## src/rtl/riscv_ifq.sv

```systemverilog
`default_nettype none
// +--------------------------------------------------------------------------+
// | Module   : riscv_ifq                                                     |
// | Purpose  : Instruction fetch queue between the fetch unit's AXI read     |
// |            path and decode. Buffers in-order {pc, instr, err} responses, |
// |            grants issue credit from occupancy plus requests in flight,   |
// |            and discards stale responses after a flush.                   |
// | Ports    : clock, reset (async, active-low)                              |
// |            req_issue, issue_ok          - fetch request credit           |
// |            fetch_vld/pc/data/err        - response word in               |
// |            dec_vld/pc/instr/err, dec_rdy- head entry out to decode       |
// |            flush                        - discard queue and in-flight    |
// |            count, ovf                   - occupancy, sticky overflow     |
// | Revision : 1.0 - initial release                                         |
// +--------------------------------------------------------------------------+
module riscv_ifq #(
  parameter int DEPTH = 4,
  parameter int CW    = $clog2(DEPTH + 1)
) (
  input  logic          clock,
  input  logic          reset,
  input  logic          req_issue,
  output logic          issue_ok,
  input  logic          fetch_vld,
  input  logic [31:0]   fetch_pc,
  input  logic [31:0]   fetch_data,
  input  logic          fetch_err,
  output logic          dec_vld,
  output logic [31:0]   dec_pc,
  output logic [31:0]   dec_instr,
  output logic          dec_err,
  input  logic          dec_rdy,
  input  logic          flush,
  output logic [CW-1:0] count,
  output logic          ovf
);

  localparam int            AW      = $clog2(DEPTH);
  localparam logic [CW-1:0] c_depth = CW'(DEPTH);

  logic [31:0]   r_mem_pc    [DEPTH];
  logic [31:0]   r_mem_instr [DEPTH];
  logic          r_mem_err   [DEPTH];
  logic [AW-1:0] r_wr_ptr;
  logic [AW-1:0] r_rd_ptr;
  logic [CW-1:0] r_count;
  logic [CW-1:0] r_inflight;
  logic [CW-1:0] r_drop_cnt;
  logic          r_ovf;

  logic          w_dropping;
  logic          w_full;
  logic          w_push;
  logic          w_pop;
  logic [CW:0]   w_credit;

  // Acceptance depends only on registered occupancy: a pop in the same
  // cycle never frees room for a push, so dec_rdy has no path to acceptance.
  assign w_dropping = (r_drop_cnt != '0);
  assign w_full     = (r_count == c_depth);
  assign w_push     = fetch_vld && !w_dropping && !w_full && !flush;
  assign w_pop      = (r_count != '0) && dec_rdy && !flush;

  // Credit counts responses already owed to us, so the queue always has room.
  assign w_credit   = {1'b0, r_count} + {1'b0, r_inflight};
  assign issue_ok   = (w_credit < {1'b0, c_depth});

  assign dec_vld    = (r_count != '0);
  assign dec_pc     = r_mem_pc[r_rd_ptr];
  assign dec_instr  = r_mem_instr[r_rd_ptr];
  assign dec_err    = r_mem_err[r_rd_ptr];
  assign count      = r_count;
  assign ovf        = r_ovf;

  always_ff @(posedge clock or negedge reset) begin
    if (!reset) begin
      for (int i = 0; i < DEPTH; i++) begin
        r_mem_pc[i]    <= '0;
        r_mem_instr[i] <= '0;
        r_mem_err[i]   <= 1'b0;
      end
    end else if (w_push) begin
      r_mem_pc[r_wr_ptr]    <= fetch_pc;
      r_mem_instr[r_wr_ptr] <= fetch_data;
      r_mem_err[r_wr_ptr]   <= fetch_err;
    end
  end

  always_ff @(posedge clock or negedge reset) begin
    if (!reset) begin
      r_wr_ptr   <= '0;
      r_rd_ptr   <= '0;
      r_count    <= '0;
      r_inflight <= '0;
      r_drop_cnt <= '0;
      r_ovf      <= 1'b0;
    end else begin
      // Every response retires one in-flight request, dropped or not.
      r_inflight <= r_inflight + CW'(req_issue) - CW'(fetch_vld);

      if (fetch_vld && !w_dropping && w_full && !flush) begin
        r_ovf <= 1'b1;
      end

      if (flush) begin
        r_wr_ptr   <= '0;
        r_rd_ptr   <= '0;
        r_count    <= '0;
        // Everything still owed belongs to the old stream; a request issued
        // this cycle is new-stream and deliberately not counted here.
        r_drop_cnt <= r_inflight - CW'(fetch_vld);
      end else begin
        if (w_push) begin
          r_wr_ptr <= r_wr_ptr + AW'(1);
        end
        if (w_pop) begin
          r_rd_ptr <= r_rd_ptr + AW'(1);
        end
        if (w_push && !w_pop) begin
          r_count <= r_count + CW'(1);
        end else if (!w_push && w_pop) begin
          r_count <= r_count - CW'(1);
        end
        if (fetch_vld && w_dropping) begin
          r_drop_cnt <= r_drop_cnt - CW'(1);
        end
      end
    end
  end

endmodule
`default_nettype wire

```

## config.mk

```make
export PLATFORM = sky130hd
export DESIGN_NAME = riscv_ifq
export DESIGN_NICKNAME = d
export VERILOG_FILES = /design/src/rtl/riscv_ifq.sv
export SDC_FILE = /design/constraint.sdc
export NUM_CORES = 1
export LEC_CHECK = 0
export BUFFER_PORTS_ARGS = -buffer_cell sky130_fd_sc_hd__buf_4
export CAP_MARGIN = 20
export CORE_ASPECT_RATIO = 0.7
export CORE_MARGIN = 5
export CORE_UTILIZATION = 53
export CTS_CLUSTER_DIAMETER = 60
export DETAILED_ROUTE_END_ITERATION = 8
export PLACE_DENSITY = 0.84
export SYNTH_ARGS = -nofsm -noshare
export SYNTH_HDL_FRONTEND = slang
export SYNTH_SLANG_ARGS = --single-unit
```

## constraint.sdc

```tcl
create_clock -name clock -period 4.29 [get_ports clock]
set_input_delay 0.429 -clock clock [delete_from_list [all_inputs] [get_ports clock]]
set_output_delay 0.429 -clock clock [all_outputs]
set_load 0.02 [all_outputs]
```

==> results.ini, run 1 <==
[sta]
fmax_ghz=0.326
slew_headroom=0.396
finalCriticalPeriod_ps=3070
timing.setup.tns_ps=0
finalSetupViolCount=0
finalHoldViolCount=0
skew_ps=8.21
drv_slew=0
hold_ws_ps=11.5
worst_slew_pin_slew_ps=905
post-route-period-util=0.716
grt_setup_unrepaired=false

[yosys]
synth_top_area_frac=0.522
syn-instance-count=720
async_reset_ff_frac=1.00
ys.flop_type=dfrtp_1
synth.avg_cell_area_um2=18.2
syn-num-nets=805
synth.largest_area_cell=dfrtp_1
synth_warnings=0
netlist_area_um2=13100
synth_edf_count=0
synth_cell_types=35
synth.area.top_cells=dfrtp_1, mux2_4, mux4_2, mux2_2, buf_12
seq_area_frac_synth=0.522
ys_ff_latch=274

[grt]
grt_max_degree=124
grt_pass1_wl_mm=42.8
busiest_layer=met1
grtUsageTotal=0.188
grt_pass1_vias=7509
gr-usage-met2=0.285
gr-total-overflow=0
use_met3=0.0349
antenna_found_initial=0
use_met1=0.290

[final_layout]
layout_commonest_cell=dfrtp_1
drive_gt1_frac=0.611
nets=940
final_cell_mix=dfrtp_1, mux2_4, buf_4, mux4_2, mux2_2
syn2layout_area_growth_pct=15.3
n_antenna_cell=0

[floorplanning]
io_pins=142
start_util=0.536
fp.coreArea_um2=24500
rows=48
die_area_um2=28100
die_height_um=142
die_w_um=198

[setup_path]
crit_path_max_incr_delay_ps=950
worstPathRequired_ps=3860
arrival_ps=2640
crit_path_end_kind=output port
path_depth=3
critPathLaunchType=register
slowest_stage=dfrtp_4
path_buf_inv=2
critPathKind=reg2out
path_cells=buf_12 -> mux4_2 -> buf_4
r2r_cells=7
cpLargestDelayFamily=flip-flops
critical_path_peak_fanout=36

[status]
status=finished, final reports clean

[detailed_routing]
drt_wl_total_mm=25.9
drt_iter0_drc=367
drc=0
vias_per_cell=5.55
wl_per_cell_um=21.6
num_vias=6645
drt_first_pass_iters=4
drtAntennaViolNets=0

[hold_path]
min_path_type=in2async

[clock_tree]
cts_setup_buffers=0
clock-root-buffer=clkbuf_16
cts_tree=built
cts.repair.resized=0
cts_num_sinks=274
numCtsBuffers=27
cts_hold_buf=0
cts_max_level=1
clk_latency_ps=520
cts_buffer_depth=3
clk_pin_slew_ps=60

[power_and_ir_drop]
power_leakage_nw=7.10
power_density_nw_per_um2=635
vdd_drop_max_mv=0.419

[placement]
place_hpwl_mm=15.9
gp_congestion=0.743
io_buffers=141

[flow_run]
maxCapViolCount=0

-- cell type report --
cell class                 count  area (um2)
inverter                      12        45.0
clock inverter                10         153
multi-input combinational    389        5700
sequential                   274        6860
clock buffer                  37         753
timing repair buffer         151        1230
fill                        1787        9360
tap                          325         407
-- state kept, by name, summed over array words and instances, names as in the netlist --
register,cells
r_drop_cnt,3
ovf,1
r_mem_err,4
r_mem_instr,128
r_rd_ptr,2
r_wr_ptr,2
r_mem_pc,128
count,3
r_inflight,3
-- cell families after synthesis --
| logic type | Yosys count | synth area share |
|---|---|---|
| fa+ha+maj | 14 | 0.0145 |
| xor+xnor | 9 | 0.00600 |
| buf+inv | 57 | 0.0444 |
| simple gates | 29 | 0.0141 |
| mux | 330 | 0.396 |
| compound gates | 7 | 0.00362 |
| flops | 274 | 0.522 |
-- power by group --
group | total (mW) | leakage (nW) | switching, mW | internal, mW
sequential | 3.66 | 3.68 | 0.480 | 3.18
clock | 2.42 | 0.445 | 0.963 | 1.46
combinational | 3.53 | 2.97 | 1.51 | 2.02
total | 9.61 | 7.10 | 2.95 | 6.66
-- stage by stage --
stage               area, um2  setup slack [ps]  cells  utilization  power [mW]
finish                  15100              1220   1198        0.618        9.61
global route            15100              1020   1198        0.618        10.1
CTS                     15100              1120   1198        0.618        9.73
detailed placement      14200              1490   1151        0.581        7.25
global placement        14200              1610   1151        0.581        7.17
floorplan               13100              1940    720            -        6.00
-- cells in the mapped netlist, types with 3 or more instances --
cell type  count
dfrtp_1      274
mux2_4       200
mux4_2        65
mux2_2        63
buf_12        20
ha_1          12
inv_1         12
buf_2         11
clkbuf_1       9
nor2_1         8
xnor2_1        6
and2_4         4
buf_6          4
nand2_1        4
xor2_1         3
-- routing by layer --
metal,vias up,routed length [um],part of all wire
met1,3564,12500,0.48
met3,31,1370,0.053
met2,132,11600,0.45
met5,-,0,0
li1,2918,-,-
met4,0,349,0.013
-- worst paths after layout --
check	start	to	slack, ps
max	r_rd_ptr[0]$_DFFE_PN0P_	dec_instr[1]	1220
max in group asynchronous	reset	r_rd_ptr[1]$_DFFE_PN0P_	3300
min reg2reg	ovf$_DFFE_PN0P_	ovf$_DFFE_PN0P_	480
min in group clock	req_issue	r_inflight[0]$_DFF_PN0_	130
max reg2reg	r_drop_cnt[0]$_DFFE_PN0P_	r_mem_err[3]$_DFFE_PN0P_	1490
min	reset	r_mem_pc[89]$_DFFE_PN0P_	10
(Power assumes the default switching activity.)
==> run 2: changes to the inputs <==
--- a/config.mk
+++ b/config.mk
@@ -5,6 +5,7 @@
 export SDC_FILE = /design/constraint.sdc
 export NUM_CORES = 1
 export LEC_CHECK = 0
+export ABC_AREA = 1
 export BUFFER_PORTS_ARGS = -buffer_cell sky130_fd_sc_hd__buf_4
 export CAP_MARGIN = 20
 export CORE_ASPECT_RATIO = 0.7
==> constraint.sdc (replaced) <==
create_clock -name clock -period 2.92 [get_ports clock]
set_input_delay 0.292 -clock clock [delete_from_list [all_inputs] [get_ports clock]]
set_output_delay 0.292 -clock clock [all_outputs]
set_load 0.02 [all_outputs]
==> run 2 against run 1 <==
Combinational power up 33%. Count of clock-buffer cells in the layout grew 4. Area after synthesis fell by 6.8%. Clock skew grew 6.0 ps. Register-to-register slack lost 760 ps. Utilization increased by 1.1 points. Clock power increased by 47%. Sequential power is 40% higher. Total power up 39%. Critical endpoint is now dec_instr[29]. Largest cell class unchanged.
==> results.ini, run 2 <==
[status]
status=finished, final reports clean  ; unchanged

[sta]
fmax_ghz=0.377
drv_slew=0  ; unchanged
worst_slew_pin_slew_ps=876  ; was 905 ps
finalHoldViolCount=0  ; unchanged
slew_headroom=0.416  ; was 0.396
hold_ws_ps=23.4  ; was 11.5 ps
grt_setup_unrepaired=false  ; unchanged
finalCriticalPeriod_ps=2660
skew_ps=14.2  ; was 8.21 ps
fin_ws_ps=265  ; was 1220 ps
timing.setup.tns_ps=0  ; unchanged
finalSetupViolCount=0  ; unchanged
post-route-period-util=0.909

[detailed_routing]
num_vias=9904  ; was 6645
drtAntennaViolNets=0  ; unchanged
vias_per_cell=5.49  ; was 5.55
drt_iter0_drc=878  ; was 367
drt_first_pass_iters=5  ; was 4
drc=0  ; unchanged
wl_per_cell_um=16.3  ; was 21.6 um
drt_wl_total_mm=29.3  ; was 25.9 mm

[floorplanning]
die_area_um2=26300  ; was 28100 um2
rows=46  ; was 48
die_w_um=192  ; was 198 um
fp.coreArea_um2=22700  ; was 24500 um2
die_height_um=137  ; was 142 um
io_pins=142  ; unchanged
start_util=0.540  ; was 0.536

[setup_path]
r2r_end=r_mem_instr[89]$_DFFE_PN0P_  ; was r_mem_err[3]$_DFFE_PN0P_
critical_path_peak_fanout=38  ; was 36
path_cells=inv_2 -> buf_4 -> o21ai_1 -> o22ai_1 -> buf_4  ; was buf_12 -> mux4_2 -> buf_4
critPathKind=reg2out  ; unchanged
crit_path_end_kind=output port  ; unchanged
worstPathRequired_ps=2630  ; was 3860 ps
critPathLaunchType=register  ; unchanged
r2r_cells=10  ; was 7
slowest_stage=dfrtp_2  ; was dfrtp_4
critPathMostFrequentCell=buf_4
r2r_start=r_drop_cnt[0]$_DFFE_PN0P_  ; unchanged
crit_path_max_incr_delay_ps=640  ; was 950 ps
rrSetupSlack_ps=730  ; was 1490 ps
arrival_ps=2360  ; was 2640 ps

[power_and_ir_drop]
power_frac_clock=0.266  ; was 0.252
power.switching_mw=4.76  ; was 2.95 mW
pwr-share-seq=0.384  ; was 0.380
p_int_mw=8.60  ; was 6.66 mW
comb_power_share=0.350  ; was 0.367
power_leakage_nw=7.04  ; was 7.10 nW
power_density_nw_per_um2=936  ; was 635 nW/um2
p_sw_frac=0.356  ; was 0.307
vdd_drop_max_mv=0.597  ; was 0.419 mV

[flow_run]
maxCapViolCount=0  ; unchanged

[final_layout]
final_area_um2=14300  ; was 15100 um2
final_cell_mix=nand2_1, dfrtp_1, o21ai_1, buf_4, nor2_1  ; was dfrtp_1, mux2_4, buf_4, mux4_2, mux2_2
syn2layout_area_growth_pct=16.6  ; was 15.3%
n_antenna_cell=0  ; unchanged
drive_gt1_frac=0.170  ; was 0.611
post-route-util=0.629  ; was 0.618
largestRegisters=r_mem_instr x128, r_mem_pc x128, r_mem_err x4  ; unchanged
layout_commonest_cell=nand2_1  ; was dfrtp_1
nets=1559  ; was 940

[grt]
grt_pass1_vias=9521  ; was 7509
grt_pass1_wl_mm=48.6  ; was 42.8 mm
grtUsageTotal=0.225  ; was 0.188
grt_max_degree=132  ; was 124
gr-total-overflow=0  ; unchanged
antenna_found_initial=0  ; unchanged

[yosys]
ys.flop_type=dfrtp_1  ; unchanged
seq_area_frac_synth=0.560  ; was 0.522
synth_edf_count=0  ; unchanged
ys_ff_latch=274  ; unchanged
syn-num-nets=1464  ; was 805
async_reset_ff_frac=1.00  ; unchanged
yosysMostFrequentCell=nand2_1  ; was dfrtp_1
synth.area.top_cells=dfrtp_1, o21ai_1, nand2_1, o21ai_0, nor2_1  ; was dfrtp_1, mux2_4, mux4_2, mux2_2, buf_12
netlist_area_um2=12200  ; was 13100 um2
synth_cell_types=28  ; was 35
synth_warnings=0  ; unchanged
synth_common_cells=nand2_1, dfrtp_1, o21ai_1  ; was dfrtp_1, mux2_4, mux4_2
synth.largest_area_cell=dfrtp_1  ; unchanged
synth_top_area_frac=0.560  ; was 0.522
syn-instance-count=1379  ; was 720
synth.avg_cell_area_um2=8.88  ; was 18.2 um2

[placement]
io_buffers=141  ; unchanged
gp_congestion=0.772  ; was 0.743
pre_cts_ws_ps=753  ; was 1490 ps
postPlaceCellArea_um2=13300  ; was 14200 um2
place_hpwl_mm=18.1  ; was 15.9 mm

[clock_tree]
clock-root-buffer=clkbuf_16  ; unchanged
cts_max_level=1  ; unchanged
cts_tree=built  ; unchanged
cts_num_sinks=274  ; unchanged
clk_pin_slew_ps=60  ; about the same
clk_latency_ps=530  ; was 520 ps
cts_buffer_depth=3  ; unchanged
numCtsBuffers=27  ; unchanged
cts.repair.resized=0  ; unchanged

[hold_path]
hold-path-endpoint=count[2]$_DFFE_PN0P_
hold_path_depth=4
min_path_type=in2reg  ; was in2async
min-delay-start=flush

run 2: worst max-delay path by stage:
stage | from | end | slack [ps]
5_1_grt | r_rd_ptr[1]$_DFFE_PN0P_ | dec_instr[29] | 80
3_3_place_gp | r_drop_cnt[0]$_DFFE_PN0P_ | r_mem_pc[17]$_DFFE_PN0P_ | 840
6_report | r_rd_ptr[1]$_DFFE_PN0P_ | dec_instr[29] | 260
4_1_cts | r_rd_ptr[1]$_DFFE_PN0P_ | dec_instr[29] | 240
2_1_floorplan | count[2]$_DFFE_PN0P_ | count[2]$_DFFE_PN0P_ | 980
3_5_place_dp | r_drop_cnt[0]$_DFFE_PN0P_ | r_mem_instr[94]$_DFFE_PN0P_ | 750
run 2: repair_timing:
| item | 4_1_cts | 5_1_grt |
|---|---|---|
| hold endpoints to repair | 67 | 0 |
| buffers inserted | 0 | 0 |
| setup endpoints to repair | 0 | 0 |
| hold buffers | 2 | 0 |
run 2: layout make-up:
class                   instances  area [um2]
inverters                      87         332
flip-flops and latches        274        6860
repair buffers                165        1310
clock inverters                 7        95.1
fillers                      1850        8400
multi-input cells             919        4460
clock buffers                  41         818
well taps                     312         390
run 2: cell families (layout without fill, tap and decap cells):
| logic type | Yosys count | count (layout) | share of synthesized area |
|---|---|---|---|
| XOR/XNOR | 4 | 4 | 0.00286 |
| adder cells (fa/ha/maj) | 14 | 14 | 0.0155 |
| flip-flops | 274 | 274 | 0.560 |
| buffers and inverters | 186 | 300 | 0.0772 |
| AND/OR/NAND/NOR | 431 | 431 | 0.135 |
| AO/OA/AOI/OAI | 470 | 470 | 0.209 |
run 2: metrics by stage:
step	cells	power, mW
floorplan	1379	8.05
global placement	1755	9.73
detailed placement	1755	9.87
CTS	1805	13.5
global route	1805	14.2
finish	1805	13.4
run 2: power groups by stage:
| stage | logic, mW | registers [mW] | clock network, mW |
|---|---|---|---|
| 2_1_floorplan | 2.98 | 5.06 | 0 |
| 3_3_place_gp | 4.59 | 5.14 | 0 |
| 3_5_place_dp | 4.70 | 5.17 | 0 |
| 4_1_cts | 4.72 | 5.12 | 3.60 |
| 5_1_grt | 5.20 | 5.23 | 3.75 |
| 6_report | 4.68 | 5.13 | 3.55 |
run 2: metal layers:
| metal | up-vias | GRT usage | part of all wire |
|---|---|---|---|
| met1 | 4736 | 0.343 | 0.46 |
| met3 | 41 | 0.0362 | 0.074 |
| met5 | - | 0 | 0 |
| met4 | 0 | 0.0431 | 0.016 |
| li1 | 4778 | - | - |
| met2 | 349 | 0.347 | 0.45 |
run 2: critical path: cells and delay by family (launching register included):
kind | cells | cell delay (ps)
buf+inv | 3 | 730
flops | 1 | 640
compound gates | 2 | 430
==> run 3: changes to the inputs <==
--- a/config.mk
+++ b/config.mk
@@ -8,12 +8,15 @@
 export ABC_AREA = 1
 export BUFFER_PORTS_ARGS = -buffer_cell sky130_fd_sc_hd__buf_4
 export CAP_MARGIN = 20
+export CELL_PAD_IN_SITES_DETAIL_PLACEMENT = 0
+export CELL_PAD_IN_SITES_GLOBAL_PLACEMENT = 1
 export CORE_ASPECT_RATIO = 0.7
 export CORE_MARGIN = 5
-export CORE_UTILIZATION = 53
+export CORE_UTILIZATION = 44
 export CTS_CLUSTER_DIAMETER = 60
 export DETAILED_ROUTE_END_ITERATION = 8
-export PLACE_DENSITY = 0.84
+export GPL_ROUTABILITY_DRIVEN = 0
+export PLACE_DENSITY = 0.9
 export SYNTH_ARGS = -nofsm -noshare
 export SYNTH_HDL_FRONTEND = slang
 export SYNTH_SLANG_ARGS = --single-unit
==> run 3 against run 2 <==
Non-clock buffer count increased by 2. Clock power increased by 2%. Hold slack improved by 2.3 ps. Total power increased by 0.83%. Critical path depth unchanged. Maximum frequency increased by 1.1%. Global-route usage decreased by 2.6 points. Final area increased by 1.2%. Setup slack improved by 30 ps. Combinational power increased by 1%. Via count decreased by 0.63%. Cell count increased by 3.5%. Critical endpoint is now dec_pc[29].
==> results.ini, run 3 (synthesized netlist as in run 2, its figures left out) <==
[status]
status=finished, final reports clean  ; unchanged

[sta]
fmax_ghz=0.381  ; was 0.377 GHz
slew_headroom=0.541  ; was 0.416
hold_ws_ps=25.7  ; was 23.4 ps
finalSetupViolCount=0  ; unchanged
finalCriticalPeriod_ps=2630  ; was 2660 ps
skew_ps=26.0  ; was 14.2 ps
drv_slew=0  ; unchanged
finalHoldViolCount=0  ; unchanged
timing.setup.tns_ps=0  ; unchanged
worst_slew_pin_slew_ps=689  ; was 876 ps
post-route-period-util=0.899  ; was 0.909
grt_setup_unrepaired=false  ; unchanged

[grt]
grt_pass1_wl_mm=51.8  ; was 48.6 mm
gr-total-overflow=0  ; unchanged
grtUsageTotal=0.199  ; was 0.225
antenna_found_initial=1  ; was 0
grt_max_degree=132  ; unchanged
grt_pass1_vias=9620  ; was 9521

[setup_path]
worstPathRequired_ps=2630  ; about the same
arrival_ps=2330  ; was 2360 ps
critPathLaunchType=register  ; unchanged
critPathKind=reg2out  ; unchanged
crit_path_end_kind=output port  ; unchanged
critical_path_peak_fanout=43  ; was 38

[detailed_routing]
drtAntennaViolNets=0  ; unchanged
top_layer_used=met5  ; was met4
num_vias=9842  ; was 9904
drt_first_pass_iters=5  ; unchanged
dr_wl_met2_mm=13.4  ; was 13.1 mm
dr_wl_met3_mm=1.84  ; was 2.17 mm
wl_per_cell_um=16.5  ; was 16.3 um
vias_per_cell=5.27  ; was 5.49
drc=0  ; unchanged
drt_iter0_drc=902  ; was 878
met1_length_mm=15.2  ; was 13.6 mm
drt_wl_total_mm=30.9  ; was 29.3 mm

[floorplanning]
die_w_um=209  ; was 192 um
start_util=0.443  ; was 0.540
die_area_um2=31300  ; was 26300 um2
fp.coreArea_um2=27600  ; was 22700 um2
io_pins=142  ; unchanged
die_height_um=150  ; was 137 um
rows=51  ; was 46

[final_layout]
drive_gt1_frac=0.174  ; was 0.170
fillers=2571  ; was 1850
nets=1563  ; was 1559
multi_input_area_um2=4460  ; unchanged
regArea_um2=6860  ; unchanged
syn2layout_area_growth_pct=18.0  ; was 16.6%
layout_commonest_cell=nand2_1  ; unchanged
final_area_um2=14400  ; was 14300 um2
n_antenna_cell=0  ; unchanged
final_cell_mix=nand2_1, dfrtp_1, o21ai_1, buf_4, nor2_1  ; unchanged
largestRegisters=r_mem_instr x128, r_mem_pc x128, r_mem_err x4  ; unchanged

[placement]
io_buffers=141  ; unchanged
place_hpwl_mm=18.8  ; was 18.1 mm
postPlaceCellArea_um2=13500  ; was 13300 um2

[clock_tree]
cts_num_sinks=274  ; unchanged
cts_max_level=1  ; unchanged
cts_setup_buffers=0  ; unchanged
cts_tree=built  ; unchanged
cts_hold_buf=3  ; was 2
cts.repair.resized=0  ; unchanged
cts_buffer_depth=3  ; unchanged
clk_latency_ps=570  ; was 530 ps
numCtsBuffers=29  ; was 27
clock-root-buffer=clkbuf_16  ; unchanged
clk_pin_slew_ps=60  ; about the same

[power_and_ir_drop]
power_density_nw_per_um2=932  ; was 936 nW/um2
power_leakage_nw=7.09  ; was 7.04 nW
vdd_drop_max_mv=0.728  ; was 0.597 mV

[flow_run]
maxCapViolCount=0  ; unchanged

[hold_path]
min_path_type=in2reg  ; unchanged

==> run 3: changes by cell type in the layout (fill, tap and decap cells not counted), sizes merged <==
| cell | before | now |
|---|---|---|
| clkinv | 2 | 6 |
| bufinv | 2 | 0 |
| inv | 89 | 90 |
| dlygate4sd3 | 2 | 3 |
| buf | 163 | 164 |
==> run 3: worst paths after layout <==
kind,startpoint,endpoint,slack (ps),cells after the start
max in group asynchronous,reset,r_mem_pc[80]$_DFFE_PN0P_,1770,3
min reg2reg,r_mem_instr[66]$_DFFE_PN0P_,r_mem_instr[66]$_DFFE_PN0P_,480,2
max,r_rd_ptr[0]$_DFFE_PN0P_,dec_pc[29],290,5
max reg2reg,r_drop_cnt[0]$_DFFE_PN0P_,r_mem_pc[24]$_DFFE_PN0P_,800,10
min in group asynchronous,reset,r_mem_pc[50]$_DFFE_PN0P_,330,2
min,fetch_pc[2],r_mem_pc[66]$_DFFE_PN0P_,30,3
==> run 3: routing by layer <==
layer	global-route usage	up-vias
met5	0	-
met4	0.0381	2
met3	0.0423	44
met2	0.298	252
met1	0.303	4746
li1	-	4798
==> run 3: final cells by class <==
cell class | instances | share of cell area
timing repair buffer | 167 | 0.0956
clock inverter | 10 | 0.00520
tap | 371 | 0.0321
inverter | 87 | 0.0230
multi-input combinational | 919 | 0.309
sequential | 274 | 0.475
clock buffer | 41 | 0.0603
==> run 3: worst max-delay path, cell delays in order, from the launching register on <==
cell     delay (ps)
dfrtp_4         500
inv_4           380
buf_12          270
o21ai_0         110
o22ai_1         290
buf_4           210
==> run 3: through the flow <==
stage / utilization / instances / setup slack [ps] / power, mW
detailed placement: 0.488 / 1815 / 823 / 9.93
finish: 0.523 / 1869 / 295 / 13.5
CTS: 0.523 / 1869 / 256 / 13.6
global placement: 0.488 / 1815 / 861 / 9.84
global route: 0.523 / 1869 / 140 / 14.4
floorplan: - / 1379 / 979 / 8.05
==> run 3: report_power, final <==
group | switching, mW | internal, mW
Clock | 1.53 | 2.08
Combinational | 2.87 | 1.88
Sequential | 0.476 | 4.63
Total | 4.88 | 8.59
